**config.mk**
```make
export PLATFORM = sky130hd
export DESIGN_NAME = hopfield_phase_ctrl_flat
export DESIGN_NICKNAME = d
export VERILOG_FILES = /design/src/rtl/hopfield_phase_ctrl_if.sv /design/src/rtl/hopfield_phase_ctrl.sv /design/src/flat_wrapper.sv
export SDC_FILE = /design/constraint.sdc
export NUM_CORES = 1
export LEC_CHECK = 0
export BUFFER_PORTS_ARGS = -buffer_cell sky130_fd_sc_hd__buf_2
export CORE_AREA = 2 2 92 94
export DETAILED_ROUTE_END_ITERATION = 10
export DIE_AREA = 0 0 94 96
export PLACE_DENSITY = 0.73
export SLEW_MARGIN = 20
export SYNTH_ARGS = -nofsm -noshare
export SYNTH_HDL_FRONTEND = slang
export SYNTH_SLANG_ARGS = --single-unit
```
**constraint.sdc**
```tcl
create_clock -name clk -period 2.5 [get_ports clk]
set_clock_uncertainty 0.1 [all_clocks]
set_input_delay 0.375 -clock clk [delete_from_list [all_inputs] [get_ports clk]]
set_output_delay 0.375 -clock clk [all_outputs]
set_load 0.05 [all_outputs]
```
**src/rtl/hopfield_phase_ctrl_if.sv**
```systemverilog
`default_nettype none
// ============================================================================
//  Module   : hopfield_phase_ctrl_if
//  Purpose  : Command, pattern-load and neuron-side signals of the Hopfield
//             train/recall phase controller, bundled for port connection.
//  Revision : 1.0  initial release
// ============================================================================
interface hopfield_phase_ctrl_if #(
    parameter int N = 7,
    parameter int P = 4
);
    // Host side: pattern memory load and phase commands
    logic                   pat_we;
    logic [$clog2(P)-1:0]   pat_addr;
    logic [N-1:0]           pat_data;
    logic [$clog2(P):0]     num_pat;
    logic [3:0]             epochs;
    logic                   start_train;
    logic                   start_recall;
    logic [N-1:0]           cue;
    logic                   abort;

    // Network side
    logic [N-1:0]           spikes;
    logic [N-1:0]           drive;
    logic                   learning_enable;

    // Status
    logic                   busy;
    logic                   done;
    logic [N-1:0]           recall_result;

    // Host / environment view
    modport master (
        output pat_we, pat_addr, pat_data, num_pat, epochs,
        output start_train, start_recall, cue, abort, spikes,
        input  drive, learning_enable, busy, done, recall_result
    );

    // Controller view
    modport slave (
        input  pat_we, pat_addr, pat_data, num_pat, epochs,
        input  start_train, start_recall, cue, abort, spikes,
        output drive, learning_enable, busy, done, recall_result
    );
endinterface
`default_nettype wire

```
**src/rtl/hopfield_phase_ctrl.sv**
```systemverilog
`default_nettype none
// ============================================================================
//  Module   : hopfield_phase_ctrl
//  Purpose  : Sequences training (pattern presentation with a gated Hebbian
//             learning window) and recall (cue, free-run, spike capture) for
//             a small spiking Hopfield network.
//  Revision : 1.0  initial release
// ============================================================================
module hopfield_phase_ctrl #(
    parameter int N           = 7,
    parameter int P           = 4,
    parameter int PRESENT_CYC = 16,
    parameter int SETTLE_CYC  = 4,
    parameter int REST_CYC    = 8,
    parameter int CUE_CYC     = 8,
    parameter int OBS_CYC     = 32
) (
    input  logic                 clk,
    input  logic                 reset_n,
    hopfield_phase_ctrl_if.slave bus
);
    localparam int IW    = $clog2(P);
    localparam int NW    = $clog2(P) + 1;
    localparam int MAX_A = (PRESENT_CYC > REST_CYC) ? PRESENT_CYC : REST_CYC;
    localparam int MAX_B = (CUE_CYC > OBS_CYC) ? CUE_CYC : OBS_CYC;
    localparam int MAXC  = (MAX_A > MAX_B) ? MAX_A : MAX_B;
    localparam int CW    = $clog2(MAXC + 1);

    localparam logic [CW-1:0] c_pres_last = CW'(PRESENT_CYC - 1);
    localparam logic [CW-1:0] c_rest_last = CW'(REST_CYC - 1);
    localparam logic [CW-1:0] c_cue_last  = CW'(CUE_CYC - 1);
    localparam logic [CW-1:0] c_obs_last  = CW'(OBS_CYC - 1);
    localparam logic [CW-1:0] c_settle    = CW'(SETTLE_CYC);
    localparam logic [NW-1:0] c_p         = NW'(P);

    typedef enum logic [2:0] {
        S_IDLE    = 3'd0,
        S_PRESENT = 3'd1,
        S_REST    = 3'd2,
        S_CUE     = 3'd3,
        S_OBSERVE = 3'd4,
        S_FINISH  = 3'd5
    } state_t;

    state_t          r_state;
    logic [CW-1:0]   r_cnt;
    logic [IW-1:0]   r_idx;
    logic [3:0]      r_epoch;
    logic [NW-1:0]   r_npat;
    logic [3:0]      r_nep;
    logic [N-1:0]    r_cue;
    logic [N-1:0]    r_acc;
    logic            r_go_tr;
    logic            r_go_rc;
    logic [N-1:0]    r_mem [P];

    logic [N-1:0]    r_drive;
    logic            r_le;
    logic            r_busy;
    logic            r_done;
    logic [N-1:0]    r_result;

    state_t          w_nstate;
    logic [CW-1:0]   w_ncnt;
    logic [IW-1:0]   w_nidx;
    logic [3:0]      w_nepoch;
    logic            w_obs_last;
    logic            w_cue_entry;
    logic            w_idle_free;
    logic [N-1:0]    w_drive;
    logic            w_le;

    // A start request is captured in IDLE and acted on one edge later, so the
    // first phase cycle is the one after the sampling edge's successor.
    assign w_idle_free = (r_state == S_IDLE) && !r_go_tr && !r_go_rc && !bus.abort;
    assign w_cue_entry = (w_nstate == S_CUE) && (r_state != S_CUE);

    // Next-state, per-state cycle counter and training loop indices
    always_comb begin
        w_nstate   = r_state;
        w_ncnt     = r_cnt + 1'b1;
        w_nidx     = r_idx;
        w_nepoch   = r_epoch;
        w_obs_last = 1'b0;
        if ((r_state != S_IDLE) && bus.abort) begin
            w_nstate = S_IDLE;
            w_ncnt   = '0;
        end else begin
            case (r_state)
                S_IDLE: begin
                    w_ncnt = '0;
                    if (!bus.abort && r_go_tr) begin
                        w_nidx   = '0;
                        w_nepoch = '0;
                        if ((r_npat == '0) || (r_nep == 4'd0)) begin
                            w_nstate = S_FINISH;
                        end else begin
                            w_nstate = S_PRESENT;
                        end
                    end else if (!bus.abort && r_go_rc) begin
                        w_nstate = S_CUE;
                    end
                end
                S_PRESENT: begin
                    if (r_cnt == c_pres_last) begin
                        w_nstate = S_REST;
                        w_ncnt   = '0;
                    end
                end
                S_REST: begin
                    if (r_cnt == c_rest_last) begin
                        w_ncnt   = '0;
                        w_nstate = S_PRESENT;
                        if ({1'b0, r_idx} == (r_npat - 1'b1)) begin
                            w_nidx = '0;
                            if (r_epoch == (r_nep - 4'd1)) begin
                                w_nstate = S_FINISH;
                            end else begin
                                w_nepoch = r_epoch + 4'd1;
                            end
                        end else begin
                            w_nidx = r_idx + 1'b1;
                        end
                    end
                end
                S_CUE: begin
                    if (r_cnt == c_cue_last) begin
                        w_nstate = S_OBSERVE;
                        w_ncnt   = '0;
                    end
                end
                S_OBSERVE: begin
                    if (r_cnt == c_obs_last) begin
                        w_nstate   = S_FINISH;
                        w_ncnt     = '0;
                        w_obs_last = 1'b1;
                    end
                end
                S_FINISH: begin
                    w_nstate = S_IDLE;
                    w_ncnt   = '0;
                end
                default: begin
                    w_nstate = S_IDLE;
                    w_ncnt   = '0;
                end
            endcase
        end
    end

    // Output decode from the upcoming state so every output is a flop
    always_comb begin
        w_drive = '0;
        w_le    = 1'b0;
        if (w_nstate == S_PRESENT) begin
            w_drive = r_mem[w_nidx];
            w_le    = (w_ncnt >= c_settle);
        end else if (w_nstate == S_CUE) begin
            w_drive = r_cue;
        end
    end

    // State, counters and registered outputs
    always_ff @(posedge clk or negedge reset_n) begin
        if (!reset_n) begin
            r_state  <= S_IDLE;
            r_cnt    <= '0;
            r_idx    <= '0;
            r_epoch  <= '0;
            r_drive  <= '0;
            r_le     <= 1'b0;
            r_busy   <= 1'b0;
            r_done   <= 1'b0;
        end else begin
            r_state  <= w_nstate;
            r_cnt    <= w_ncnt;
            r_idx    <= w_nidx;
            r_epoch  <= w_nepoch;
            r_drive  <= w_drive;
            r_le     <= w_le;
            r_busy   <= (w_nstate != S_IDLE);
            r_done   <= (w_nstate == S_FINISH);
        end
    end

    // Start capture with train priority, plus the job parameters it carries
    always_ff @(posedge clk or negedge reset_n) begin
        if (!reset_n) begin
            r_go_tr <= 1'b0;
            r_go_rc <= 1'b0;
            r_npat  <= '0;
            r_nep   <= '0;
            r_cue   <= '0;
        end else begin
            r_go_tr <= w_idle_free && bus.start_train;
            r_go_rc <= w_idle_free && bus.start_recall && !bus.start_train;
            if (w_idle_free && bus.start_train) begin
                r_npat <= (bus.num_pat > c_p) ? c_p : bus.num_pat;
                r_nep  <= bus.epochs;
            end
            if (w_idle_free && bus.start_recall && !bus.start_train) begin
                r_cue <= bus.cue;
            end
        end
    end

    // Spike accumulation during OBSERVE and capture on its final cycle
    always_ff @(posedge clk or negedge reset_n) begin
        if (!reset_n) begin
            r_acc    <= '0;
            r_result <= '0;
        end else begin
            if (w_cue_entry) begin
                r_acc <= '0;
            end else if (r_state == S_OBSERVE) begin
                r_acc <= r_acc | bus.spikes;
            end
            if (w_obs_last) begin
                r_result <= r_acc | bus.spikes;
            end
        end
    end

    // Pattern memory: writable only while idle; reset clears it
    always_ff @(posedge clk or negedge reset_n) begin
        if (!reset_n) begin
            for (int i = 0; i < P; i++) begin
                r_mem[i] <= '0;
            end
        end else if ((r_state == S_IDLE) && bus.pat_we && ({1'b0, bus.pat_addr} < c_p)) begin
            r_mem[bus.pat_addr] <= bus.pat_data;
        end
    end

    assign bus.drive           = r_drive;
    assign bus.learning_enable = r_le;
    assign bus.busy            = r_busy;
    assign bus.done            = r_done;
    assign bus.recall_result   = r_result;

endmodule
`default_nettype wire
```
**src/flat_wrapper.sv**
```systemverilog
// flat-port wrapper written by rule: the top's interface ports become plain ports
module hopfield_phase_ctrl_flat 
#(
    parameter int N           = 7,
    parameter int P           = 4,
    parameter int PRESENT_CYC = 16,
    parameter int SETTLE_CYC  = 4,
    parameter int REST_CYC    = 8,
    parameter int CUE_CYC     = 8,
    parameter int OBS_CYC     = 32
)
  (clk, reset_n, bus_pat_we, bus_pat_addr, bus_pat_data, bus_num_pat, bus_epochs, bus_start_train, bus_start_recall, bus_cue, bus_abort, bus_spikes, bus_drive, bus_learning_enable, bus_busy, bus_done, bus_recall_result);
  hopfield_phase_ctrl_if #(.N(N), .P(P)) bus_i ();
  input  logic clk;
  input  logic reset_n;
  input wire logic [$bits(bus_i.pat_we)-1:0] bus_pat_we;
  input wire logic [$bits(bus_i.pat_addr)-1:0] bus_pat_addr;
  input wire logic [$bits(bus_i.pat_data)-1:0] bus_pat_data;
  input wire logic [$bits(bus_i.num_pat)-1:0] bus_num_pat;
  input wire logic [$bits(bus_i.epochs)-1:0] bus_epochs;
  input wire logic [$bits(bus_i.start_train)-1:0] bus_start_train;
  input wire logic [$bits(bus_i.start_recall)-1:0] bus_start_recall;
  input wire logic [$bits(bus_i.cue)-1:0] bus_cue;
  input wire logic [$bits(bus_i.abort)-1:0] bus_abort;
  input wire logic [$bits(bus_i.spikes)-1:0] bus_spikes;
  output wire logic [$bits(bus_i.drive)-1:0] bus_drive;
  output wire logic [$bits(bus_i.learning_enable)-1:0] bus_learning_enable;
  output wire logic [$bits(bus_i.busy)-1:0] bus_busy;
  output wire logic [$bits(bus_i.done)-1:0] bus_done;
  output wire logic [$bits(bus_i.recall_result)-1:0] bus_recall_result;
  assign bus_i.pat_we = bus_pat_we;
  assign bus_i.pat_addr = bus_pat_addr;
  assign bus_i.pat_data = bus_pat_data;
  assign bus_i.num_pat = bus_num_pat;
  assign bus_i.epochs = bus_epochs;
  assign bus_i.start_train = bus_start_train;
  assign bus_i.start_recall = bus_start_recall;
  assign bus_i.cue = bus_cue;
  assign bus_i.abort = bus_abort;
  assign bus_i.spikes = bus_spikes;
  assign bus_drive = bus_i.drive;
  assign bus_learning_enable = bus_i.learning_enable;
  assign bus_busy = bus_i.busy;
  assign bus_done = bus_i.done;
  assign bus_recall_result = bus_i.recall_result;
  hopfield_phase_ctrl #(.N(N), .P(P), .PRESENT_CYC(PRESENT_CYC), .SETTLE_CYC(SETTLE_CYC), .REST_CYC(REST_CYC), .CUE_CYC(CUE_CYC), .OBS_CYC(OBS_CYC)) u_core (.clk(clk), .reset_n(reset_n), .bus(bus_i));
endmodule
```
# Word-level counts from Yosys, hierarchy flattened
# Cells that the tools add are included.
[word_totals] regBits=83 input_bits=36 out_inout_bits=17 wordCells=117
[classes] n_addsub=5 order_cmp=5 eq_ne=17 mux=41 n_bitwise=4 n_reduce_logical=26
[op_table] op="$mux W7" n=7
[op_table] op="$mux W3" n=11
[op_table] op="$bwmux W28" n=1
[op_table] op="$mux W6" n=4
[op_table] op="$pmux W6 S3" n=1
[op_table] op="$mux W4" n=4
[op_table] op="$pmux W3 S5" n=1
[op_table] op="$bmux W7 S2" n=1
[op_table] op="$demux W7 S2" n=1
[op_table] op="$logic_and A1 B1 Y1" n=12
[op_table] op="$eq A3 B2 Y1 const B" n=3
[op_table] op="$mux W2" n=4
[op_table] op="$pmux W4 S2" n=1
[op_table] op="$or A7 B7 Y7" n=1
[op_table] op="$add A6 B1 Y6 const B" n=1
[op_table] op="$eq A3 B1 Y1 const B" n=2
[op_table] op="$eq A3 B3 Y1 const B" n=2
[op_table] op="$eq A6 B3 Y1 const B" n=1
[op_table] op="$eq A6 B4 Y1 const B" n=1
[op_table] op="$eq A6 B5 Y1 const B" n=1
[op_table] op="$ge A3 B3 Y1 const B" n=2
[op_table] op="$ge A6 B3 Y1 const B" n=1
[op_table] op="$logic_not A3 Y1" n=2
[op_table] op="$not A2 Y3" n=2
[op_table] op="21 further kinds" n=31

# Longest topological paths before layout
# Gate-level depths: netlist of run 1.
[logic_depth] ltp_word=11 mapped_depth=9 mapped_depth_nobuf=8

# Worst setup path before layout of run 1
# OpenSTA, ideal clock, no wires.
[synth_timing] path_type="register -> register" from="reg u_core.r_npat[0]" to="reg u_core.r_drive[1], in the netlist u_core.bus.drive[1]" setup_ps=139 t_arrival_ps=2168 required_time_ps=2261 setup_slack_ps=93 stages_incl_launch_ff=10 n_path_buf=1 synth_period_minus_slack_ps=2407 cell_sequence="dfrtp_1 inv_1 ha_1 xor2_1 and3_1 or4_4 buf_6 and3_1 o311ai_1 a22oi_1"
[synth_between] elab_chain_cells=11 elab_cells_between_ends=22 classes_between="add/sub (1); eq/ne (3); mux (15); bitwise (1); reduce/logical (2)"
[synth_rtl] item="start, declared" line="hopfield_phase_ctrl.sv:49" text="logic [NW-1:0] r_npat;"
[synth_rtl] item="start signal, assigned" line="hopfield_phase_ctrl.sv:198" text="r_npat <= (bus.num_pat > c_p) ? c_p : bus.num_pat;"
[synth_rtl] item="$sub A3 B1 Y3" line="hopfield_phase_ctrl.sv:114" text="if ({1'b0, r_idx} == (r_npat - 1'b1)) begin"
[synth_rtl] item="$eq A2 B3 Y1" line="hopfield_phase_ctrl.sv:114"
[synth_rtl] item="$mux W2" line="hopfield_phase_ctrl.sv:114"
[synth_rtl] item="$mux W2" line="hopfield_phase_ctrl.sv:111" text="if (r_cnt == c_rest_last) begin"
[synth_rtl] item="$pmux W2 S2" line="hopfield_phase_ctrl.sv:89" text="case (r_state)"
[synth_rtl] item="$mux W2" line="hopfield_phase_ctrl.sv:85" text="if ((r_state != S_IDLE) && bus.abort) begin"
[synth_rtl] item="$not A2 Y3 (implied by the code)" line="hopfield_phase_ctrl.sv:156" text="w_drive = r_mem[w_nidx];"
[synth_rtl] item="$bmux W7 S2" line="hopfield_phase_ctrl.sv:156"
[synth_rtl] item="$mux W7 (implied by the code) (2 in a row)" line="hopfield_phase_ctrl.sv:156"
[synth_rtl] item="$mux W7 *" line="hopfield_phase_ctrl.sv:155" text="if (w_nstate == S_PRESENT) begin"
[synth_rtl] item="net u_core.w_drive[1]" line="hopfield_phase_ctrl.sv:70" text="logic [N-1:0] w_drive;"
[synth_rtl] item="end signal, assigned" line="hopfield_phase_ctrl.sv:179" text="r_drive <= w_drive;"
[synth_rtl] item="end, declared" line="hopfield_phase_ctrl.sv:57" text="logic [N-1:0] r_drive;"
# Mark *: on every way through the listed nets, which the timed path passes. The rest lies on a longest branch. The select of a mux whose other input is x is not followed.
# A chain may end at the register's enable or synchronous reset.

# Worst setup path after layout of run 1
[layout_timing] from="reg u_core.r_npat[0]" to="reg u_core.r_drive[2], in the netlist u_core.bus.drive[2]"
# The elaborated chain is that of the path after synthesis.

==> results of run 1 <==
==> cell usage in the layout (no fill, tap or decap), types with 2 or more instances in the layout <==
cell type	count
clkbuf_8	10
dfrtp_1	81
nor3b_2	3
nand3b_1	4
xnor2_1	8
clkinvlp_4	3
a21boi_0	7
o311ai_2	4
buf_12	2
buf_2	51
o21bai_1	2
nor2b_1	3
nor4_1	2
buf_4	26
nor3b_1	3
and3_1	15
dfrtp_2	2
mux2_2	31
o211ai_1	2
nor3_1	6
o311ai_1	3
a21oi_1	20
a221oi_1	4
nor3b_4	2
a221oi_2	4
xor2_1	6
or4_4	5
nand2_1	42
nor2_1	39
o21ai_0	10
a22oi_1	7
o22ai_1	2
nand2b_1	2
a211oi_1	2
clkinv_1	2
inv_1	9
nand3_1	7
ha_1	5
==> routing by layer <==
layer	part of all wire [%]	wire length, um	GRT usage [%]
met1	43	4059	27.36
met2	51	4756	36.31
met3	4.6	431	6.108
met4	1.7	159	7.488
met5	0	0	0
==> power groups by stage <==
stage | Combinational [mW] | Clock (mW) | Sequential (mW)
final | 1.81 | 0.965 | 2.17
after detailed placement | 1.73 | 0 | 2.16
after floorplan | 1.08 | 0 | 2.29
after CTS | 1.74 | 0.991 | 2.14
after global placement | 1.67 | 0 | 2.15
after global routing | 1.99 | 1.04 | 2.21
==> cell families after synthesis <==
group,after synthesis
multiplexers,32
AO/OA/AOI/OAI,74
XOR/XNOR,16
buffers and inverters,25
AND/OR/NAND/NOR,146
adder cells (fa/ha/maj),6
flip-flops,83
==> state kept, by name, indices dropped and copies added (netlist names), 2 cells and up <==
register	flops
u_core.bus.drive	7
u_core.r_cnt	6
u_core.r_state	3
u_core.r_idx	2
u_core.r_acc	7
u_core.r_cue	7
u_core.r_mem	28
u_core.bus.recall_result	7
u_core.r_npat	3
u_core.r_nep	4
u_core.r_epoch	4
==> final timing paths <==
path	startpoint	endpoint	cells past startpoint	slack [ns]
max in group asynchronous	reset_n	u_core.r_mem[4]	2	1.62
worst min register to register	u_core.r_acc[2]	u_core.r_acc[2]	2	0.40
worst min-delay path	reset_n	u_core.r_nep[0]	1	-0.01
worst max-delay path	u_core.r_npat[0]	u_core.bus.drive[2]	8	0.005
min in group clk	bus_cue[6]	u_core.r_cue[6]	3	0.11
worst max register to register	u_core.r_npat[0]	u_core.bus.drive[2]	8	0.005
==> critical path, cell delays in order, from the launching register on <==
cell and delay (ns):
dfrtp_1 0.36, inv_1 0.08, ha_1 0.34, xor2_2 0.17, and3_4 0.22, or4_4 0.48, and3_1 0.23, o311ai_2 0.25
a22oi_1 0.11
==> synth_stat cells (all sizes together), types with 8 or more instances <==
cell type,n
dfrtp,83
a21oi,21
buf,12
a21boi,8
inv,9
o311ai,8
nand2,43
nor2,40
o21ai,11
xnor2,8
a221oi,8
mux2,31
nor3,8
nor3b,8
and3,16
==> repair_timing <==
| action | CTS | global route |
|---|---|---|
| gates cloned | 1 | 2 |
| endpoints found under the setup margin | 7 | 7 |
| pin swaps | 1 | 6 |
| hold endpoints to repair | 0 | 0 |
| buffers inserted | 0 | 0 |
| gates resized for setup | 3 | 22 |
==> stage by stage <==
| step | hold slack, ns | power, mW | utilization, % |
|---|---|---|---|
| after floorplan | -0.02059 | 3.368 | - |
| after global placement | 0.3441 | 3.817 | 57.50 |
| after detailed placement | 0.3631 | 3.892 | 57.50 |
| after CTS | 0.02227 | 4.873 | 60.23 |
| after global routing | 0.04484 | 5.247 | 61.77 |
| final | -0.01178 | 4.942 | 61.77 |
==> layout make-up <==
type                            instances  area [um2]  share of cell area (%)
Clock inverter                          5       61.31                   1.233
Multi-Input combinational cell        277        2032                   40.86
Clock buffer                           10       137.6                   2.767
Timing Repair Buffer                   79       490.5                   9.862
Sequential cell                        83        2079                   41.81
Tap cell                              105       131.4                   2.642
Inverter                               11       41.29                  0.8302
==> qor.yml, run 1 <==
run_status:
  status: "finished, violations left"
  violations: "negative hold slack"
timing:
  setup_slack_ns: 0.005486
  min_period_over_period_pct: 99.78
  drv_slew: 0
  worst_pin_slew_ns: 0.7709
  rsz0062_at_grt: "yes"
  period_needed_ns: 2.495
  slew_headroom_pct: 48.61
  setup_viol: 0
  setup_tns_ns: 0
  fmaxAchievable_mhz: 400.9
  whs_ns: -0.01178
  finalHoldViolations: 9
detailed_routing:
  drtIter0Drc: 137
  routed_via_density: 5.625
  drtAntennaViolNets: 0
  wl_per_cell_um: 16.50
  drc: 0
  wl_um: 9407
  drt-pass1-iter-count: 4
  dr_total_vias: 3206
clock_network:
  clock_latency_ns: 0.35
  clk_pin_slew_ns: 0.09
  cts_inserted_buffers: 9
  clock-sinks: 83
  clock_path_buffers: 2
  root_buffer: "clkbuf_8"
  cts_hold_buf: 0
  cts_tree: "yes"
  ctsHtreeMaxLevel: 3
yosys:
  synth_cells: 382
  synth.net_count: 424
  synth_top_area_share_pct: 50.56
  synth-simple-area-share_pct: 19.56
  synth_largest_area_cell: "dfrtp_1"
  synth-compound-area-share_pct: 12.12
  muxShareOfSynthArea_pct: 8.742
  synth_area_leaders: "dfrtp_1 51%, mux2_2 8.5%, nand2_1 3.8%"
  seq_area_frac_synth_pct: 50.56
  syn_avg_cell_area_um2: 10.75
  synth_cell_types: 56
  synth_xor_area_share_pct: 3.747
  ys_ff_latch: 83
  synth_fa_ha_area_share_pct: 1.828
  netlist_area_um2: 4108
  synth_edf_count: 0
  yosysWarnings: 0
  synth_top_flop_cell: "dfrtp_1"
  async_flop_share_pct: 100.0
  synth_top_family_by_area: "simple AND/OR/NAND/NOR gates"
floorplanning:
  ios: 53
  die-height_um: 96
  core_area_um2: 8051
  start_util_pct: 51.02
  die_area_um2: 9024
  rows: 33
  dieWidth_um: 94
place:
  dp.cells: 552
  dp_hpwl_um: 6325
  placed_area_um2: 4629
  globalplace.congestion: 0.8973
  place_ws_ns: -0.03723
  portBuffers: 52
finish:
  area_delta_synth_final_pct: 21.08
  layout-drive-gt1-share_pct: 34.41
  stdcell_count: 570
  design_area_um2: 4974
  fillerInstances: 673
  antennaDiodeCount: 0
  fin_nets: 503
global_routing:
  grt_start_max_net_pins: 63
  grt_pass1_vias: 3054
  grt_pass1_wl_um: 14820
  antenna_found_initial: 0
  track_usage_pct: 21.73
  grt_remaining_overflow: 0
setup_path:
  critPathMaxFanout: 6
  startpoint_type: "register"
  path_class: "reg -> reg"
  arrival_ns: 2.61
  end_kind: "register"
  required_ns: 2.62
power:
  power_frac_seq_pct: 43.9
  power_frac_comb_pct: 36.6
  internal_power_mw: 3.139
  p_leak_nw: 2.273
  p_sw_share_pct: 36.49
  peakVddDrop_uv: 618.9
  p_per_area_nw_per_um2: 993.7
  clkPwrFrac_pct: 19.5
  p_sw_mw: 1.803
hold_path:
  min_path_type: "in -> async"
flow_run:
  cap_violations: 0
Note: power is estimated with default switching activity, not from simulation.
==> run 2, diff against run 1 <==
Settings changed: ABC_AREA set to 1, CAP_MARGIN set to 20, CORE_AREA 2 2 92 94 to 2 2 93 95, DIE_AREA 0 0 94 96 to 0 0 95 97.
==> qor.yml, run 2 <==
finish:
  fin_util_pct: 59.41  # was 61.77%
  final_cell_mix: "158 x nand2_1, 83 x dfrtp_1, 69 x inv_1, 51 x buf_2, 46 x nand3_1"  # was 81 x dfrtp_1, 51 x buf_2, 42 x nand2_1, 39 x nor2_1, 31 x mux2_2
  antennaDiodeCount: 0  # unchanged
  fin_nets: 607  # was 503
  top_register: "u_core.r_mem"  # unchanged
  largest_reg_flops: 28  # unchanged
  area_delta_synth_final_pct: 15.32  # was 21.08%
  layout-drive-gt1-share_pct: 21.30  # was 34.41%
  final_common_cell: "nand2_1"  # was dfrtp_1
  design_area_um2: 4832  # was 4974 um2
place:
  placed_area_um2: 4583  # was 4629 um2
  globalplace.congestion: 0.9051  # was 0.8973
  dp_hpwl_um: 6451  # was 6325 um
  portBuffers: 52  # unchanged
yosys:
  synth_top_area_share_pct: 49.57  # was 50.56%
  synth_edf_count: 0  # unchanged
  netlist_area_um2: 4190  # was 4108 um2
  seq_area_frac_synth_pct: 49.57  # was 50.56%
  syn_avg_cell_area_um2: 8.397  # was 10.75 um2
  async_flop_share_pct: 100.0  # unchanged
  synth.net_count: 541  # was 424
  yosysWarnings: 0  # unchanged
  yosys-top-cells-count: "158 x nand2_1, 83 x dfrtp_1, 69 x inv_1"  # was 83 x dfrtp_1, 42 x nand2_1, 40 x nor2_1
  ys_ff_latch: 83  # unchanged
  synth_cell_types: 33  # was 56
  synth_cells: 499  # was 382
  synth.most_common_cell: "nand2_1"  # was dfrtp_1
  synth_largest_area_cell: "dfrtp_1"  # unchanged
  synth_top_flop_cell: "dfrtp_1"  # unchanged
  synth_area_leaders: "dfrtp_1 50%, nand2_1 14%, inv_1 6.2%"  # was dfrtp_1 51%, mux2_2 8.5%, nand2_1 3.8%
detailed_routing:
  drt-pass1-iter-count: 4  # unchanged
  wl_per_cell_um: 12.85  # was 16.50 um
  routed_via_density: 5.006  # was 5.625
  drc: 0  # unchanged
  drtIter0Drc: 124  # was 137
  dr_total_vias: 3369  # was 3206
  drtAntennaViolNets: 0  # unchanged
  wl_um: 8647  # was 9407 um
timing:
  slew_headroom_pct: 55.87  # was 48.61%
  drv_slew: 0  # unchanged
  setup_viol: 0  # unchanged
  worst_pin_slew_ns: 0.6584  # was 0.7709 ns
  finalHoldViolations: 0  # was 9
  min_period_over_period_pct: 88.66  # was 99.78%
  period_needed_ns: 2.217  # was 2.495 ns
  fmaxAchievable_mhz: 451.1  # was 400.9 MHz
power:
  p_leak_nw: 2.592  # was 2.273 nW
  power_mw: 5.003  # was 4.942 mW
  p_per_area_nw_per_um2: 1035  # was 993.7 nW/um2
  peakVddDrop_uv: 525.9  # was 618.9 uV
clock_network:
  clk_pin_slew_ns: 0.08  # was 0.09 ns
  root_buffer: "clkbuf_8"  # unchanged
  clock_latency_ns: 0.35  # about the same
  cts_inserted_buffers: 9  # unchanged
  cts_tree: "yes"  # unchanged
  clock-sinks: 83  # unchanged
  clock_path_buffers: 2  # unchanged
  ctsHtreeMaxLevel: 3  # unchanged
  postCtsSetupBuffers: 0  # unchanged
global_routing:
  grt_remaining_overflow: 0  # unchanged
  track_usage_pct: 21.01  # was 21.73%
  grt_start_max_net_pins: 34  # was 63
  antenna_found_initial: 0  # unchanged
  grt_pass1_wl_um: 15180  # was 14820 um
  grt_pass1_vias: 3368  # was 3054
setup_path:
  required_ns: 2.64  # was 2.62 ns
  startpoint_type: "register"  # unchanged
  path_class: "reg -> reg"  # unchanged
  critPathMaxFanout: 8  # was 6
  end_kind: "register"  # unchanged
  arrival_ns: 2.36  # was 2.61 ns
floorplanning:
  start_util_pct: 51.52  # was 51.02%
  dieWidth_um: 95  # was 94 um
  rows: 33  # unchanged
  die-height_um: 97  # was 96 um
  die_area_um2: 9215  # was 9024 um2
  ios: 53  # unchanged
  core_area_um2: 8134  # was 8051 um2
flow_run:
  cap_violations: 0  # unchanged
hold_path:
  min_path_type: "in -> reg"  # was in -> async
run_status:
  status: "completed"  # was finished, violations left
## run 2: cell types whose count changed after synthesis, sizes merged, moves of 16 or more
cell / before / now
mux2: 31 / 14
nand3: 7 / 49
and3: 16 / 0
nand2: 43 / 164
o21ai: 11 / 34
inv: 9 / 74
## run 2: routing by layer
metal | global-route usage (%) | vias up | part of all wire (%)
met5 | 0 | - | 0
met4 | 7.135 | 0 | 1.9
met3 | 4.907 | 14 | 4.5
met2 | 36.01 | 84 | 51
met1 | 25.72 | 1573 | 43
li1 | - | 1698 | -
## run 2: final cells by class
class	instances	area, um2
Inverter	75	285.3
Clock buffer	9	123.9
Fill cell	720	3302
Multi-Input combinational cell	335	1778
Tap cell	105	131.4
Timing Repair Buffer	61	332.8
Clock inverter	5	103.9
Sequential cell	83	2077
## run 2: logic make-up after synthesis
| family | after synthesis | share of synthesized area (%) |
|---|---|---|
| xor gates and xnor gates | 9 | 1.881 |
| and+or+nand+nor | 256 | 28.07 |
| muxes | 14 | 3.762 |
| buffers and inverters | 81 | 8.182 |
| AOI/OAI and AO/OA | 50 | 6.748 |
| DFF | 83 | 49.57 |
| adders and majority gates | 6 | 1.792 |
## run 2: path summary, 6_finish.rpt
path	startpoint	to	slack [ns]	depth (start not counted)
worst max-delay path	u_core.r_npat[0]	u_core.bus.drive[5]	0.28	12
worst min-delay path	bus_cue[5]	u_core.r_cue[5]	0.12	3
worst max register to register	u_core.r_npat[0]	u_core.bus.drive[5]	0.28	12
worst min register to register	u_core.bus.recall_result[6]	u_core.bus.recall_result[6]	0.37	2
max in group asynchronous	reset_n	u_core.bus.drive[0]	1.19	3
min in group asynchronous	reset_n	u_core.r_nep[2]	0.40	2
## run 2: repair_timing
item | 4_1_cts | 5_1_grt
setup endpoints to repair | 0 | 6
resized for setup | 0 | 2
endpoints found under the hold margin | 31 | 0
hold buffers | 1 | 0
## run 2: through the flow
stage | instances | setup TNS, ns | setup WS, ns | hold slack, ns
2_1_floorplan | 499 | 0 | 0.6297 | -0.02059
3_3_place_gp | 658 | 0 | 0.3816 | 0.2427
3_5_place_dp | 658 | 0 | 0.2915 | 0.2549
4_1_cts | 673 | 0 | 0.2572 | 0.1152
5_1_grt | 673 | -0.01258 | -0.01258 | 0.1259
6_report | 673 | 0 | 0.2834 | 0.1247
## run 2: worst max-delay path, cell delays in order (launching register included)
cell and delay [ns]:
dfrtp_1 0.38, inv_1 0.12, ha_1 0.28, xor2_1 0.23
nand3_1 0.13, nand2_1 0.09, nand3_1 0.13, nand3_4 0.18
clkinvlp_4 0.19, nand2_1 0.11, nand2_1 0.06, nand2_1 0.06
nand2_1 0.05
## run 2: power by group
group | switching (mW) | internal [mW]
clock network | 0.470 | 0.653
logic | 1.16 | 0.659
registers | 0.251 | 1.81
total | 1.88 | 3.12
